File: config.mk
export PLATFORM = sky130hd
export DESIGN_NAME = uart_frame_parser
export DESIGN_NICKNAME = d
export VERILOG_FILES = /design/src/rtl/uart_frame_parser_pkg.sv /design/src/rtl/uart_frame_parser_rise_detect.sv /design/src/rtl/uart_frame_parser.sv
export SDC_FILE = /design/constraint.sdc
export NUM_CORES = 1
export LEC_CHECK = 0
export CAP_MARGIN = 20
export CORE_UTILIZATION = 35
export CTS_CLUSTER_DIAMETER = 50
export DETAILED_ROUTE_END_ITERATION = 8
export PLACE_DENSITY = 0.64
export SLEW_MARGIN = 20
export SYNTH_ARGS = -nofsm -noshare
export SYNTH_HDL_FRONTEND = slang
export SYNTH_SLANG_ARGS = --single-unit
File: constraint.sdc
create_clock -name clk -period 2.4 [get_ports clk]
set_clock_uncertainty 0.15 [all_clocks]
set_input_delay 0.36 -clock clk [delete_from_list [all_inputs] [get_ports clk]]
set_output_delay 0.36 -clock clk [all_outputs]
set_load 0.005 [all_outputs]
File: src/rtl/uart_frame_parser_pkg.sv
// uart_frame_parser_pkg: shared SOF byte, parser state encoding and error codes for the UART framing path.
package uart_frame_parser_pkg;
  localparam logic [7:0] SOF = 8'hA5;
  typedef enum logic [1:0] {S_IDLE, S_LEN, S_PAYLOAD, S_CSUM} state_t;
  typedef enum logic [1:0] {
    ERR_NONE    = 2'b00,
    ERR_LEN     = 2'b01,
    ERR_TIMEOUT = 2'b10,
    ERR_CSUM    = 2'b11
  } err_t;
endpackage

File: src/rtl/uart_frame_parser_rise_detect.sv
// rise_detect: one-cycle strobe on the rising edge of a level; the history bit is the only state.
module rise_detect (
  input  logic clk,
  input  logic rst,
  input  logic in,
  output logic pulse
);
  logic prev;
  always_ff @(posedge clk or posedge rst)
    if (rst) prev <= 1'b0;
    else prev <= in;
  assign pulse = in & ~prev;
endmodule

File: src/rtl/uart_frame_parser.sv
// uart_frame_parser: extracts A5/LEN/payload frames from the UART RX byte stream.
// Define UART_FRAME_CHECKSUM_EN to require a trailing XOR checksum byte (LEN ^ payload).
module uart_frame_parser
  import uart_frame_parser_pkg::*;
#(
  parameter int MAX_LEN        = 16,
  parameter int TIMEOUT_CYCLES = 64,
  parameter int CNT_W          = 8
) (
  input  logic       clk,
  input  logic       rst,
  input  logic [7:0] rx_data,
  input  logic       rx_ready,
  output logic [7:0] out_data,
  output logic       out_valid,
  output logic       frame_done,
  output logic       frame_err,
  output logic [1:0] err_code,
  output logic       busy
);
  state_t           state;
  logic             acc;
  logic [CNT_W-1:0] rem;
  logic [CNT_W-1:0] tcnt;
`ifdef UART_FRAME_CHECKSUM_EN
  logic [7:0]       csum;
`endif

  rise_detect u_rise (.clk(clk), .rst(rst), .in(rx_ready), .pulse(acc));

  always_ff @(posedge clk or posedge rst)
    if (rst) begin
      state      <= S_IDLE;
      out_data   <= '0;
      out_valid  <= 1'b0;
      frame_done <= 1'b0;
      frame_err  <= 1'b0;
      err_code   <= '0;
      busy       <= 1'b0;
      rem        <= '0;
      tcnt       <= '0;
`ifdef UART_FRAME_CHECKSUM_EN
      csum       <= '0;
`endif
    end else begin
      out_valid  <= 1'b0;
      frame_done <= 1'b0;
      frame_err  <= 1'b0;
      // An accept wins over a timeout firing in the same cycle.
      if (acc) begin
        tcnt <= '0;
        case (state)
          S_IDLE: if (rx_data == SOF) begin
            state <= S_LEN;
            busy  <= 1'b1;
`ifdef UART_FRAME_CHECKSUM_EN
            csum  <= '0;
`endif
          end
          S_LEN: begin
`ifdef UART_FRAME_CHECKSUM_EN
            csum <= rx_data;
`endif
            if (rx_data > 8'(MAX_LEN)) begin
              state     <= S_IDLE;
              busy      <= 1'b0;
              frame_err <= 1'b1;
              err_code  <= ERR_LEN;
            end else if (rx_data == 8'd0) begin
`ifdef UART_FRAME_CHECKSUM_EN
              state      <= S_CSUM;
`else
              state      <= S_IDLE;
              busy       <= 1'b0;
              frame_done <= 1'b1;
`endif
            end else begin
              rem   <= CNT_W'(rx_data);
              state <= S_PAYLOAD;
            end
          end
          S_PAYLOAD: begin
            out_data  <= rx_data;
            out_valid <= 1'b1;
            rem       <= rem - 1'b1;
`ifdef UART_FRAME_CHECKSUM_EN
            csum      <= csum ^ rx_data;
            if (rem == CNT_W'(1)) state <= S_CSUM;
`else
            if (rem == CNT_W'(1)) begin
              state      <= S_IDLE;
              busy       <= 1'b0;
              frame_done <= 1'b1;
            end
`endif
          end
`ifdef UART_FRAME_CHECKSUM_EN
          S_CSUM: begin
            state      <= S_IDLE;
            busy       <= 1'b0;
            frame_done <= (rx_data == csum);
            frame_err  <= (rx_data != csum);
            if (rx_data != csum) err_code <= ERR_CSUM;
          end
`endif
          default: begin
            state <= S_IDLE;
            busy  <= 1'b0;
          end
        endcase
      end else if (state != S_IDLE) begin
        if (tcnt == CNT_W'(TIMEOUT_CYCLES - 1)) begin
          tcnt      <= '0;
          state     <= S_IDLE;
          busy      <= 1'b0;
          frame_err <= 1'b1;
          err_code  <= ERR_TIMEOUT;
        end else tcnt <= tcnt + 1'b1;
      end
    end
endmodule
# [Word level (Yosys, flattened, before mapping)]
# Cells that the tools add are included.
[totals] ff_bits=33 in_bits=11 output_inout_bits=14 wordCells=77
[classes] n_addsub=2 magnitude_cmp=1 n_eq_ne=12 muxes=39 n_bitwise=2 n_reduce_logical=11
[op_table] op="8-bit two-way mux" n=5
[op_table] op="2-bit two-way mux" n=12
[op_table] op="1-bit two-way mux" n=18
[op_table] op="8-bit one-hot mux with 2 select lines" n=1
[op_table] op="4-bit AND reduction" n=3
[op_table] op="8-bit by 1-bit adder with 8-bit output (second input constant)" n=1
[op_table] op="8-bit by 1-bit == test with 1-bit output (second input constant)" n=1
[op_table] op="8-bit by 6-bit == test with 1-bit output (second input constant)" n=1
[op_table] op="8-bit == test (second input constant)" n=1
[op_table] op="8-bit by 5-bit greater-than comparator with 1-bit output (second input constant)" n=1
[op_table] op="8-bit logical NOT" n=1
[op_table] op="2-bit nonzero test" n=4
[op_table] op="8-bit by 1-bit subtractor with 8-bit output (second input constant)" n=1
[op_table] op="3-bit inequality test (second input constant)" n=2
[op_table] op="2-bit one-hot mux with 3 select lines" n=1
[op_table] op="5-bit AND reduction" n=1
[op_table] op="2-bit by 1-bit inequality test with 1-bit output (second input constant)" n=2
[op_table] op="2-bit inequality test (second input constant)" n=2
[op_table] op="4-bit inequality test (second input constant)" n=1
[op_table] op="1-bit one-hot mux with 3 select lines" n=1
[op_table] op="2-bit by 1-bit == test with 1-bit output (second input constant)" n=1
[op_table] op="2-bit == test (second input constant)" n=1
[op_table] op="2-bit logical NOT" n=1
[op_table] op="1-bit one-hot mux with 2 select lines" n=1
[op_table] op="3 further kinds" n=3

# [Logic depth before layout (Yosys ltp)]
# Gate-level depths: netlist of run 1.
[logic_depth] word_depth=5 mapped_depth=8 ltp_nobuf=7

# [Hierarchy]
# From an unflattened synthesis of run 1, not the netlist that was laid out.
[unflattened] hier_cells=175 hier_area_um2=1818.0
[by_module_without_submodules] module="uart_frame_parser" instances=1 cells_each=172 area_per_inst_um2=1775.5 seq_area_each_um2=800.8
[by_module_without_submodules] module="rise_detect" instances=1 cells_each=3 area_per_inst_um2=42.5 seq_area_each_um2=25.0

# [Least setup slack after synthesis of run 1]
# Ideal clock, no wire load.
[synth_timing] path_kind="input port to flip-flop" startpoint="in rx_data[1]" endpoint="reg rem[2]" setup_ns=0.123 arrival_time_ns=1.896 required_time_ns=2.127 slack_ns=0.231 cell_stages=5 n_path_buf=0 cell_sequence="or4_4 mux2i_4 nor2_2 mux2_4 o221a_1"
[synth_between] elab_chain_cells=3 word_cells_on_any_way=5 classes_between="1 x order compare; 2 x eq/ne; 2 x reduce/logical"
[synth_rtl] element="start, declared" line_no="uart_frame_parser.sv:12" text="input logic [7:0] rx_data,"
[synth_rtl] element="8-bit by 5-bit greater-than comparator with 1-bit output or 8-bit logical NOT (tied branches)" line_no="uart_frame_parser.sv:64, uart_frame_parser.sv:69"
[synth_rtl] element="2-bit inequality test (no line)"
[synth_rtl] element="4-bit AND reduction (no line) (*)"
[synth_rtl] element="end signal, assigned" line_no="uart_frame_parser.sv:78" text="rem <= CNT_W'(rx_data);"
[synth_rtl] element="end signal, assigned" line_no="uart_frame_parser.sv:85" text="rem <= rem - 1'b1;"
[synth_rtl] element="end, declared" line_no="uart_frame_parser.sv:23" text="logic [CNT_W-1:0] rem;"
# Mark *: on every way between the ends. The rest lies on a longest branch, timed or not.
# A chain may end at the register's enable or synchronous reset.

# [Worst setup path in the final report of run 1]
[layout_timing] startpoint="in rx_data[2]" endpoint="reg rem[0]"
# Same word-level chain as after synthesis.

==> results of run 1 <==
==> power groups by stage <==
stage	clock [mW]	sequential, mW	combinational, mW
3_5_place_dp	0	0.654	0.256
5_1_grt	0.570	0.651	0.285
4_1_cts	0.550	0.644	0.258
2_1_floorplan	0	0.645	0.142
3_3_place_gp	0	0.651	0.254
6_report	0.541	0.644	0.256
==> sequential cells by signal, indices dropped and copies added, names as in the netlist <==
signal,cells
out_data,8
rem,8
tcnt,8
err_code,2
state,2
busy,1
frame_done,1
frame_err,1
out_valid,1
u_rise.prev,1
==> per-layer routing <==
metal  up-vias  GRT usage (%)
met3        10           3.98
met5         -              0
met1       740           25.1
li1        761              -
met2        45           25.8
met4         0           9.40
==> what timing repair did <==
item                       4_1_cts  5_1_grt
resized for setup                0        3
setup endpoints to repair        0        3
hold buffers                     0        0
==> final cells by class <==
class                           instances  area share, %
Clock buffer                            7           3.57
Clock inverter                          1           1.24
Inverter                               11           1.71
Multi-Input combinational cell        129           37.8
Sequential cell                        33           34.1
Tap cell                               67           3.47
Timing Repair Buffer                   50           18.1
==> Yosys cell counts (4+ instances only) <==
library cell	count
nor4_1	4
ha_1	6
a21oi_1	9
or4_1	5
inv_1	11
nor2_1	14
xnor2_1	4
mux2_2	8
o21ai_1	4
nor2b_1	4
nand2_1	11
clkbuf_1	7
nand3_1	5
o21ai_0	8
dfrtp_1	33
==> cells by family (layout without fill, tap and decap cells) <==
group                      after synthesis  in the layout  synth area share (%)
AOI/OAI and AO/OA                       40             40                  14.9
xor gates and xnor gates                 5              5                  2.42
adders and majority gates                6              6                  4.15
buffers and inverters                   20             69                  4.29
DFF                                     33             33                  45.6
muxes                                   13             13                  8.71
and+or+nand+nor                         65             65                  20.0
==> how the worst max path moves through the flow <==
stage          startpoint        to  slack (ns)  cells past startpoint
2_1_floorplan  rx_data[1]    rem[2]        0.23                      5
3_3_place_gp   rx_data[1]    rem[2]       -0.23                      6
3_5_place_dp   rx_data[1]    rem[2]       -0.27                      6
4_1_cts        rx_data[1]    rem[2]        0.03                      6
5_1_grt            rem[4]  state[0]        0.05                      6
6_report       rx_data[2]    rem[0]        0.14                      7
==> placed cells by master (no fill, tap or decap), types with 2 or more instances in the layout <==
master | netlist | routed
o21ai_0 | 8 | 8
nand3_1 | 5 | 5
xnor2_1 | 4 | 4
or4_1 | 5 | 5
inv_1 | 11 | 11
clkbuf_8 | 0 | 6
o21a_1 | 2 | 2
o31ai_1 | 3 | 3
nor4_1 | 4 | 4
o41ai_1 | 2 | 2
mux2_2 | 8 | 8
or3_1 | 3 | 3
nand2b_1 | 2 | 2
clkdlybuf4s50_1 | 0 | 23
nand2_1 | 11 | 11
ha_1 | 6 | 6
nor3_1 | 3 | 3
nor2b_1 | 4 | 4
nor4b_1 | 2 | 2
a21oi_1 | 9 | 9
buf_4 | 0 | 26
o211ai_1 | 2 | 2
dfrtp_1 | 33 | 33
mux2i_1 | 3 | 3
nor2_1 | 14 | 14
nand4b_1 | 3 | 3
o21ai_1 | 4 | 4
==> metrics by stage <==
step	hold slack [ns]	worst slack (ns)	total power [mW]
3_3_place_gp	0.333	-0.231	0.905
6_report	0.284	0.138	1.44
4_1_cts	0.330	0.0268	1.45
3_5_place_dp	0.335	-0.272	0.909
2_1_floorplan	0.241	0.231	0.787
5_1_grt	0.301	0.0539	1.51
==> worst max-delay path, cell delays in order <==
cell	delay (ns)
clkdlybuf4s50_1	0.42
or4_4	0.55
mux2i_4	0.23
buf_4	0.14
and2_2	0.23
o31ai_1	0.23
o41ai_1	0.11
==> flow_summary.ini, run 1 <==
[finish]
fill_cells = 436
nNetsFinal = 247
layout-drive-gt1-share_pct = 20.3
diodes = 0
ff_latch_area_um2 = 826
fin_util_pct = 49.9
synthToLayoutAreaGrowth_pct = 33.6
final_cell_area_mm2 = 0.00242
finalNonFillerCells = 298
multi_input_area_um2 = 913

[job]
drv_cap = 0

[pwr]
seqPwrFrac_pct = 44.7
p_per_area_mw_per_mm2 = 596
pwr-share-comb_pct = 17.8
clockPowerShare_pct = 37.6
vdd.ir_drop.worst_mv = 0.315
netSwitchingPower_uw = 367
p_leak_nw = 1.06
p_int_mw = 1.07
switching_share_pct = 25.5

[sta]
fin_crit_ns = 2.26
period_share_pct = 94.3
hold_viol_final = 0
max_slew_margin_pct = 72.0
rsz0062_at_grt = no
finalMaxSlewViolations = 0
fmax_mhz = 442
fin_setup_tns_ns = 0
worstMarginPinSlew_ns = 0.421
finalSetupViolCount = 0

[status]
outcome = complete, no violations

[synth]
synth.avg_cell_area_um2 = 9.95
yosysWarnings = 0
syn_nets = 199
yosys.area.top_type_share_pct = 45.6
synth_enable_flop_cells = 0
ys_seq_area_share_pct = 45.6
async_flop_share_pct = 100
synth.area.top_cells = dfrtp_1 (46%), mux2_2 (5.0%), ha_1 (4.1%)
yosysUniqueCellTypes = 47
synth_largest_area_cell = dfrtp_1
syn-cell-area_mm2 = 0.00181
synth-main-ff-cell = dfrtp_1
synth-seq-cells = 33
syn_inst = 182

[clock_tree]
cts.clk_slew.worst_paths_ns = 0.07
post_cts_buffers = 0
clock_latency_ns = 0.29
clock_path_buffers = 2
cts_sinks = 33
cts_tree = yes
cts_max_level = 2
numCtsBuffers = 5
clockRootBuffer = clkbuf_8

[route]
detail-route-antenna-nets = 0
first_iter_violations = 51
dr_wl_met2_mm = 1.82
drt_drc_violations_left = 0
top_layer = met4
wl_met1_mm = 2.05
wl_per_cell_um = 14.0
vias = 1556
dr_wl_met3_um = 194
vias_per_cell = 5.22
first_pass_iters = 4
wirelength_mm = 4.18

[global_routing]
track_usage_pct = 17.9
grt-ovfl-total = 0
grt_pass1_vias = 1500
grt_max_degree = 34
grt_first_pass_wirelength_mm = 7.20
antenna_found_initial = 0

[hold_path]
hold_start = rx_data[1]
min_path_cells = 2
holdPathEnd = out_data[1]
hp-class = in2reg

[die]
fp.coreArea_mm2 = 0.00485
die_height_um = 73.9
floorplan.initialDensity_pct = 37.3
die_w_um = 73.9
ioPinCount = 25
num_rows = 25
fp.dieArea_mm2 = 0.00546

[place]
hpwl_mm = 3.07
dpl_cell_area_mm2 = 0.00229
gp_congestion = 0.847
port_buffers = 24
dp.cells = 290

[critical_path]
cp-end-kind = flip-flop
cp-start-kind = input pin
timing.rr.start = rem[4]
arrival_ns = 2.27
cp_data_required_time_ns = 2.41
worstRegToRegCells = 6
timing.rr.end = state[0]
reg2reg_slack_ns = 0.20
path_class = in2reg
crit_fanout = 7
No activity file was read; power rests on OpenSTA's default activity.
==> inputs of run 2 (changes only) <==
- ABC_CLOCK_PERIOD_IN_PS: not set -> 2400
==> results of run 2 <==
Same layout as run 1: the final DEF is identical, and so are final timing and power.
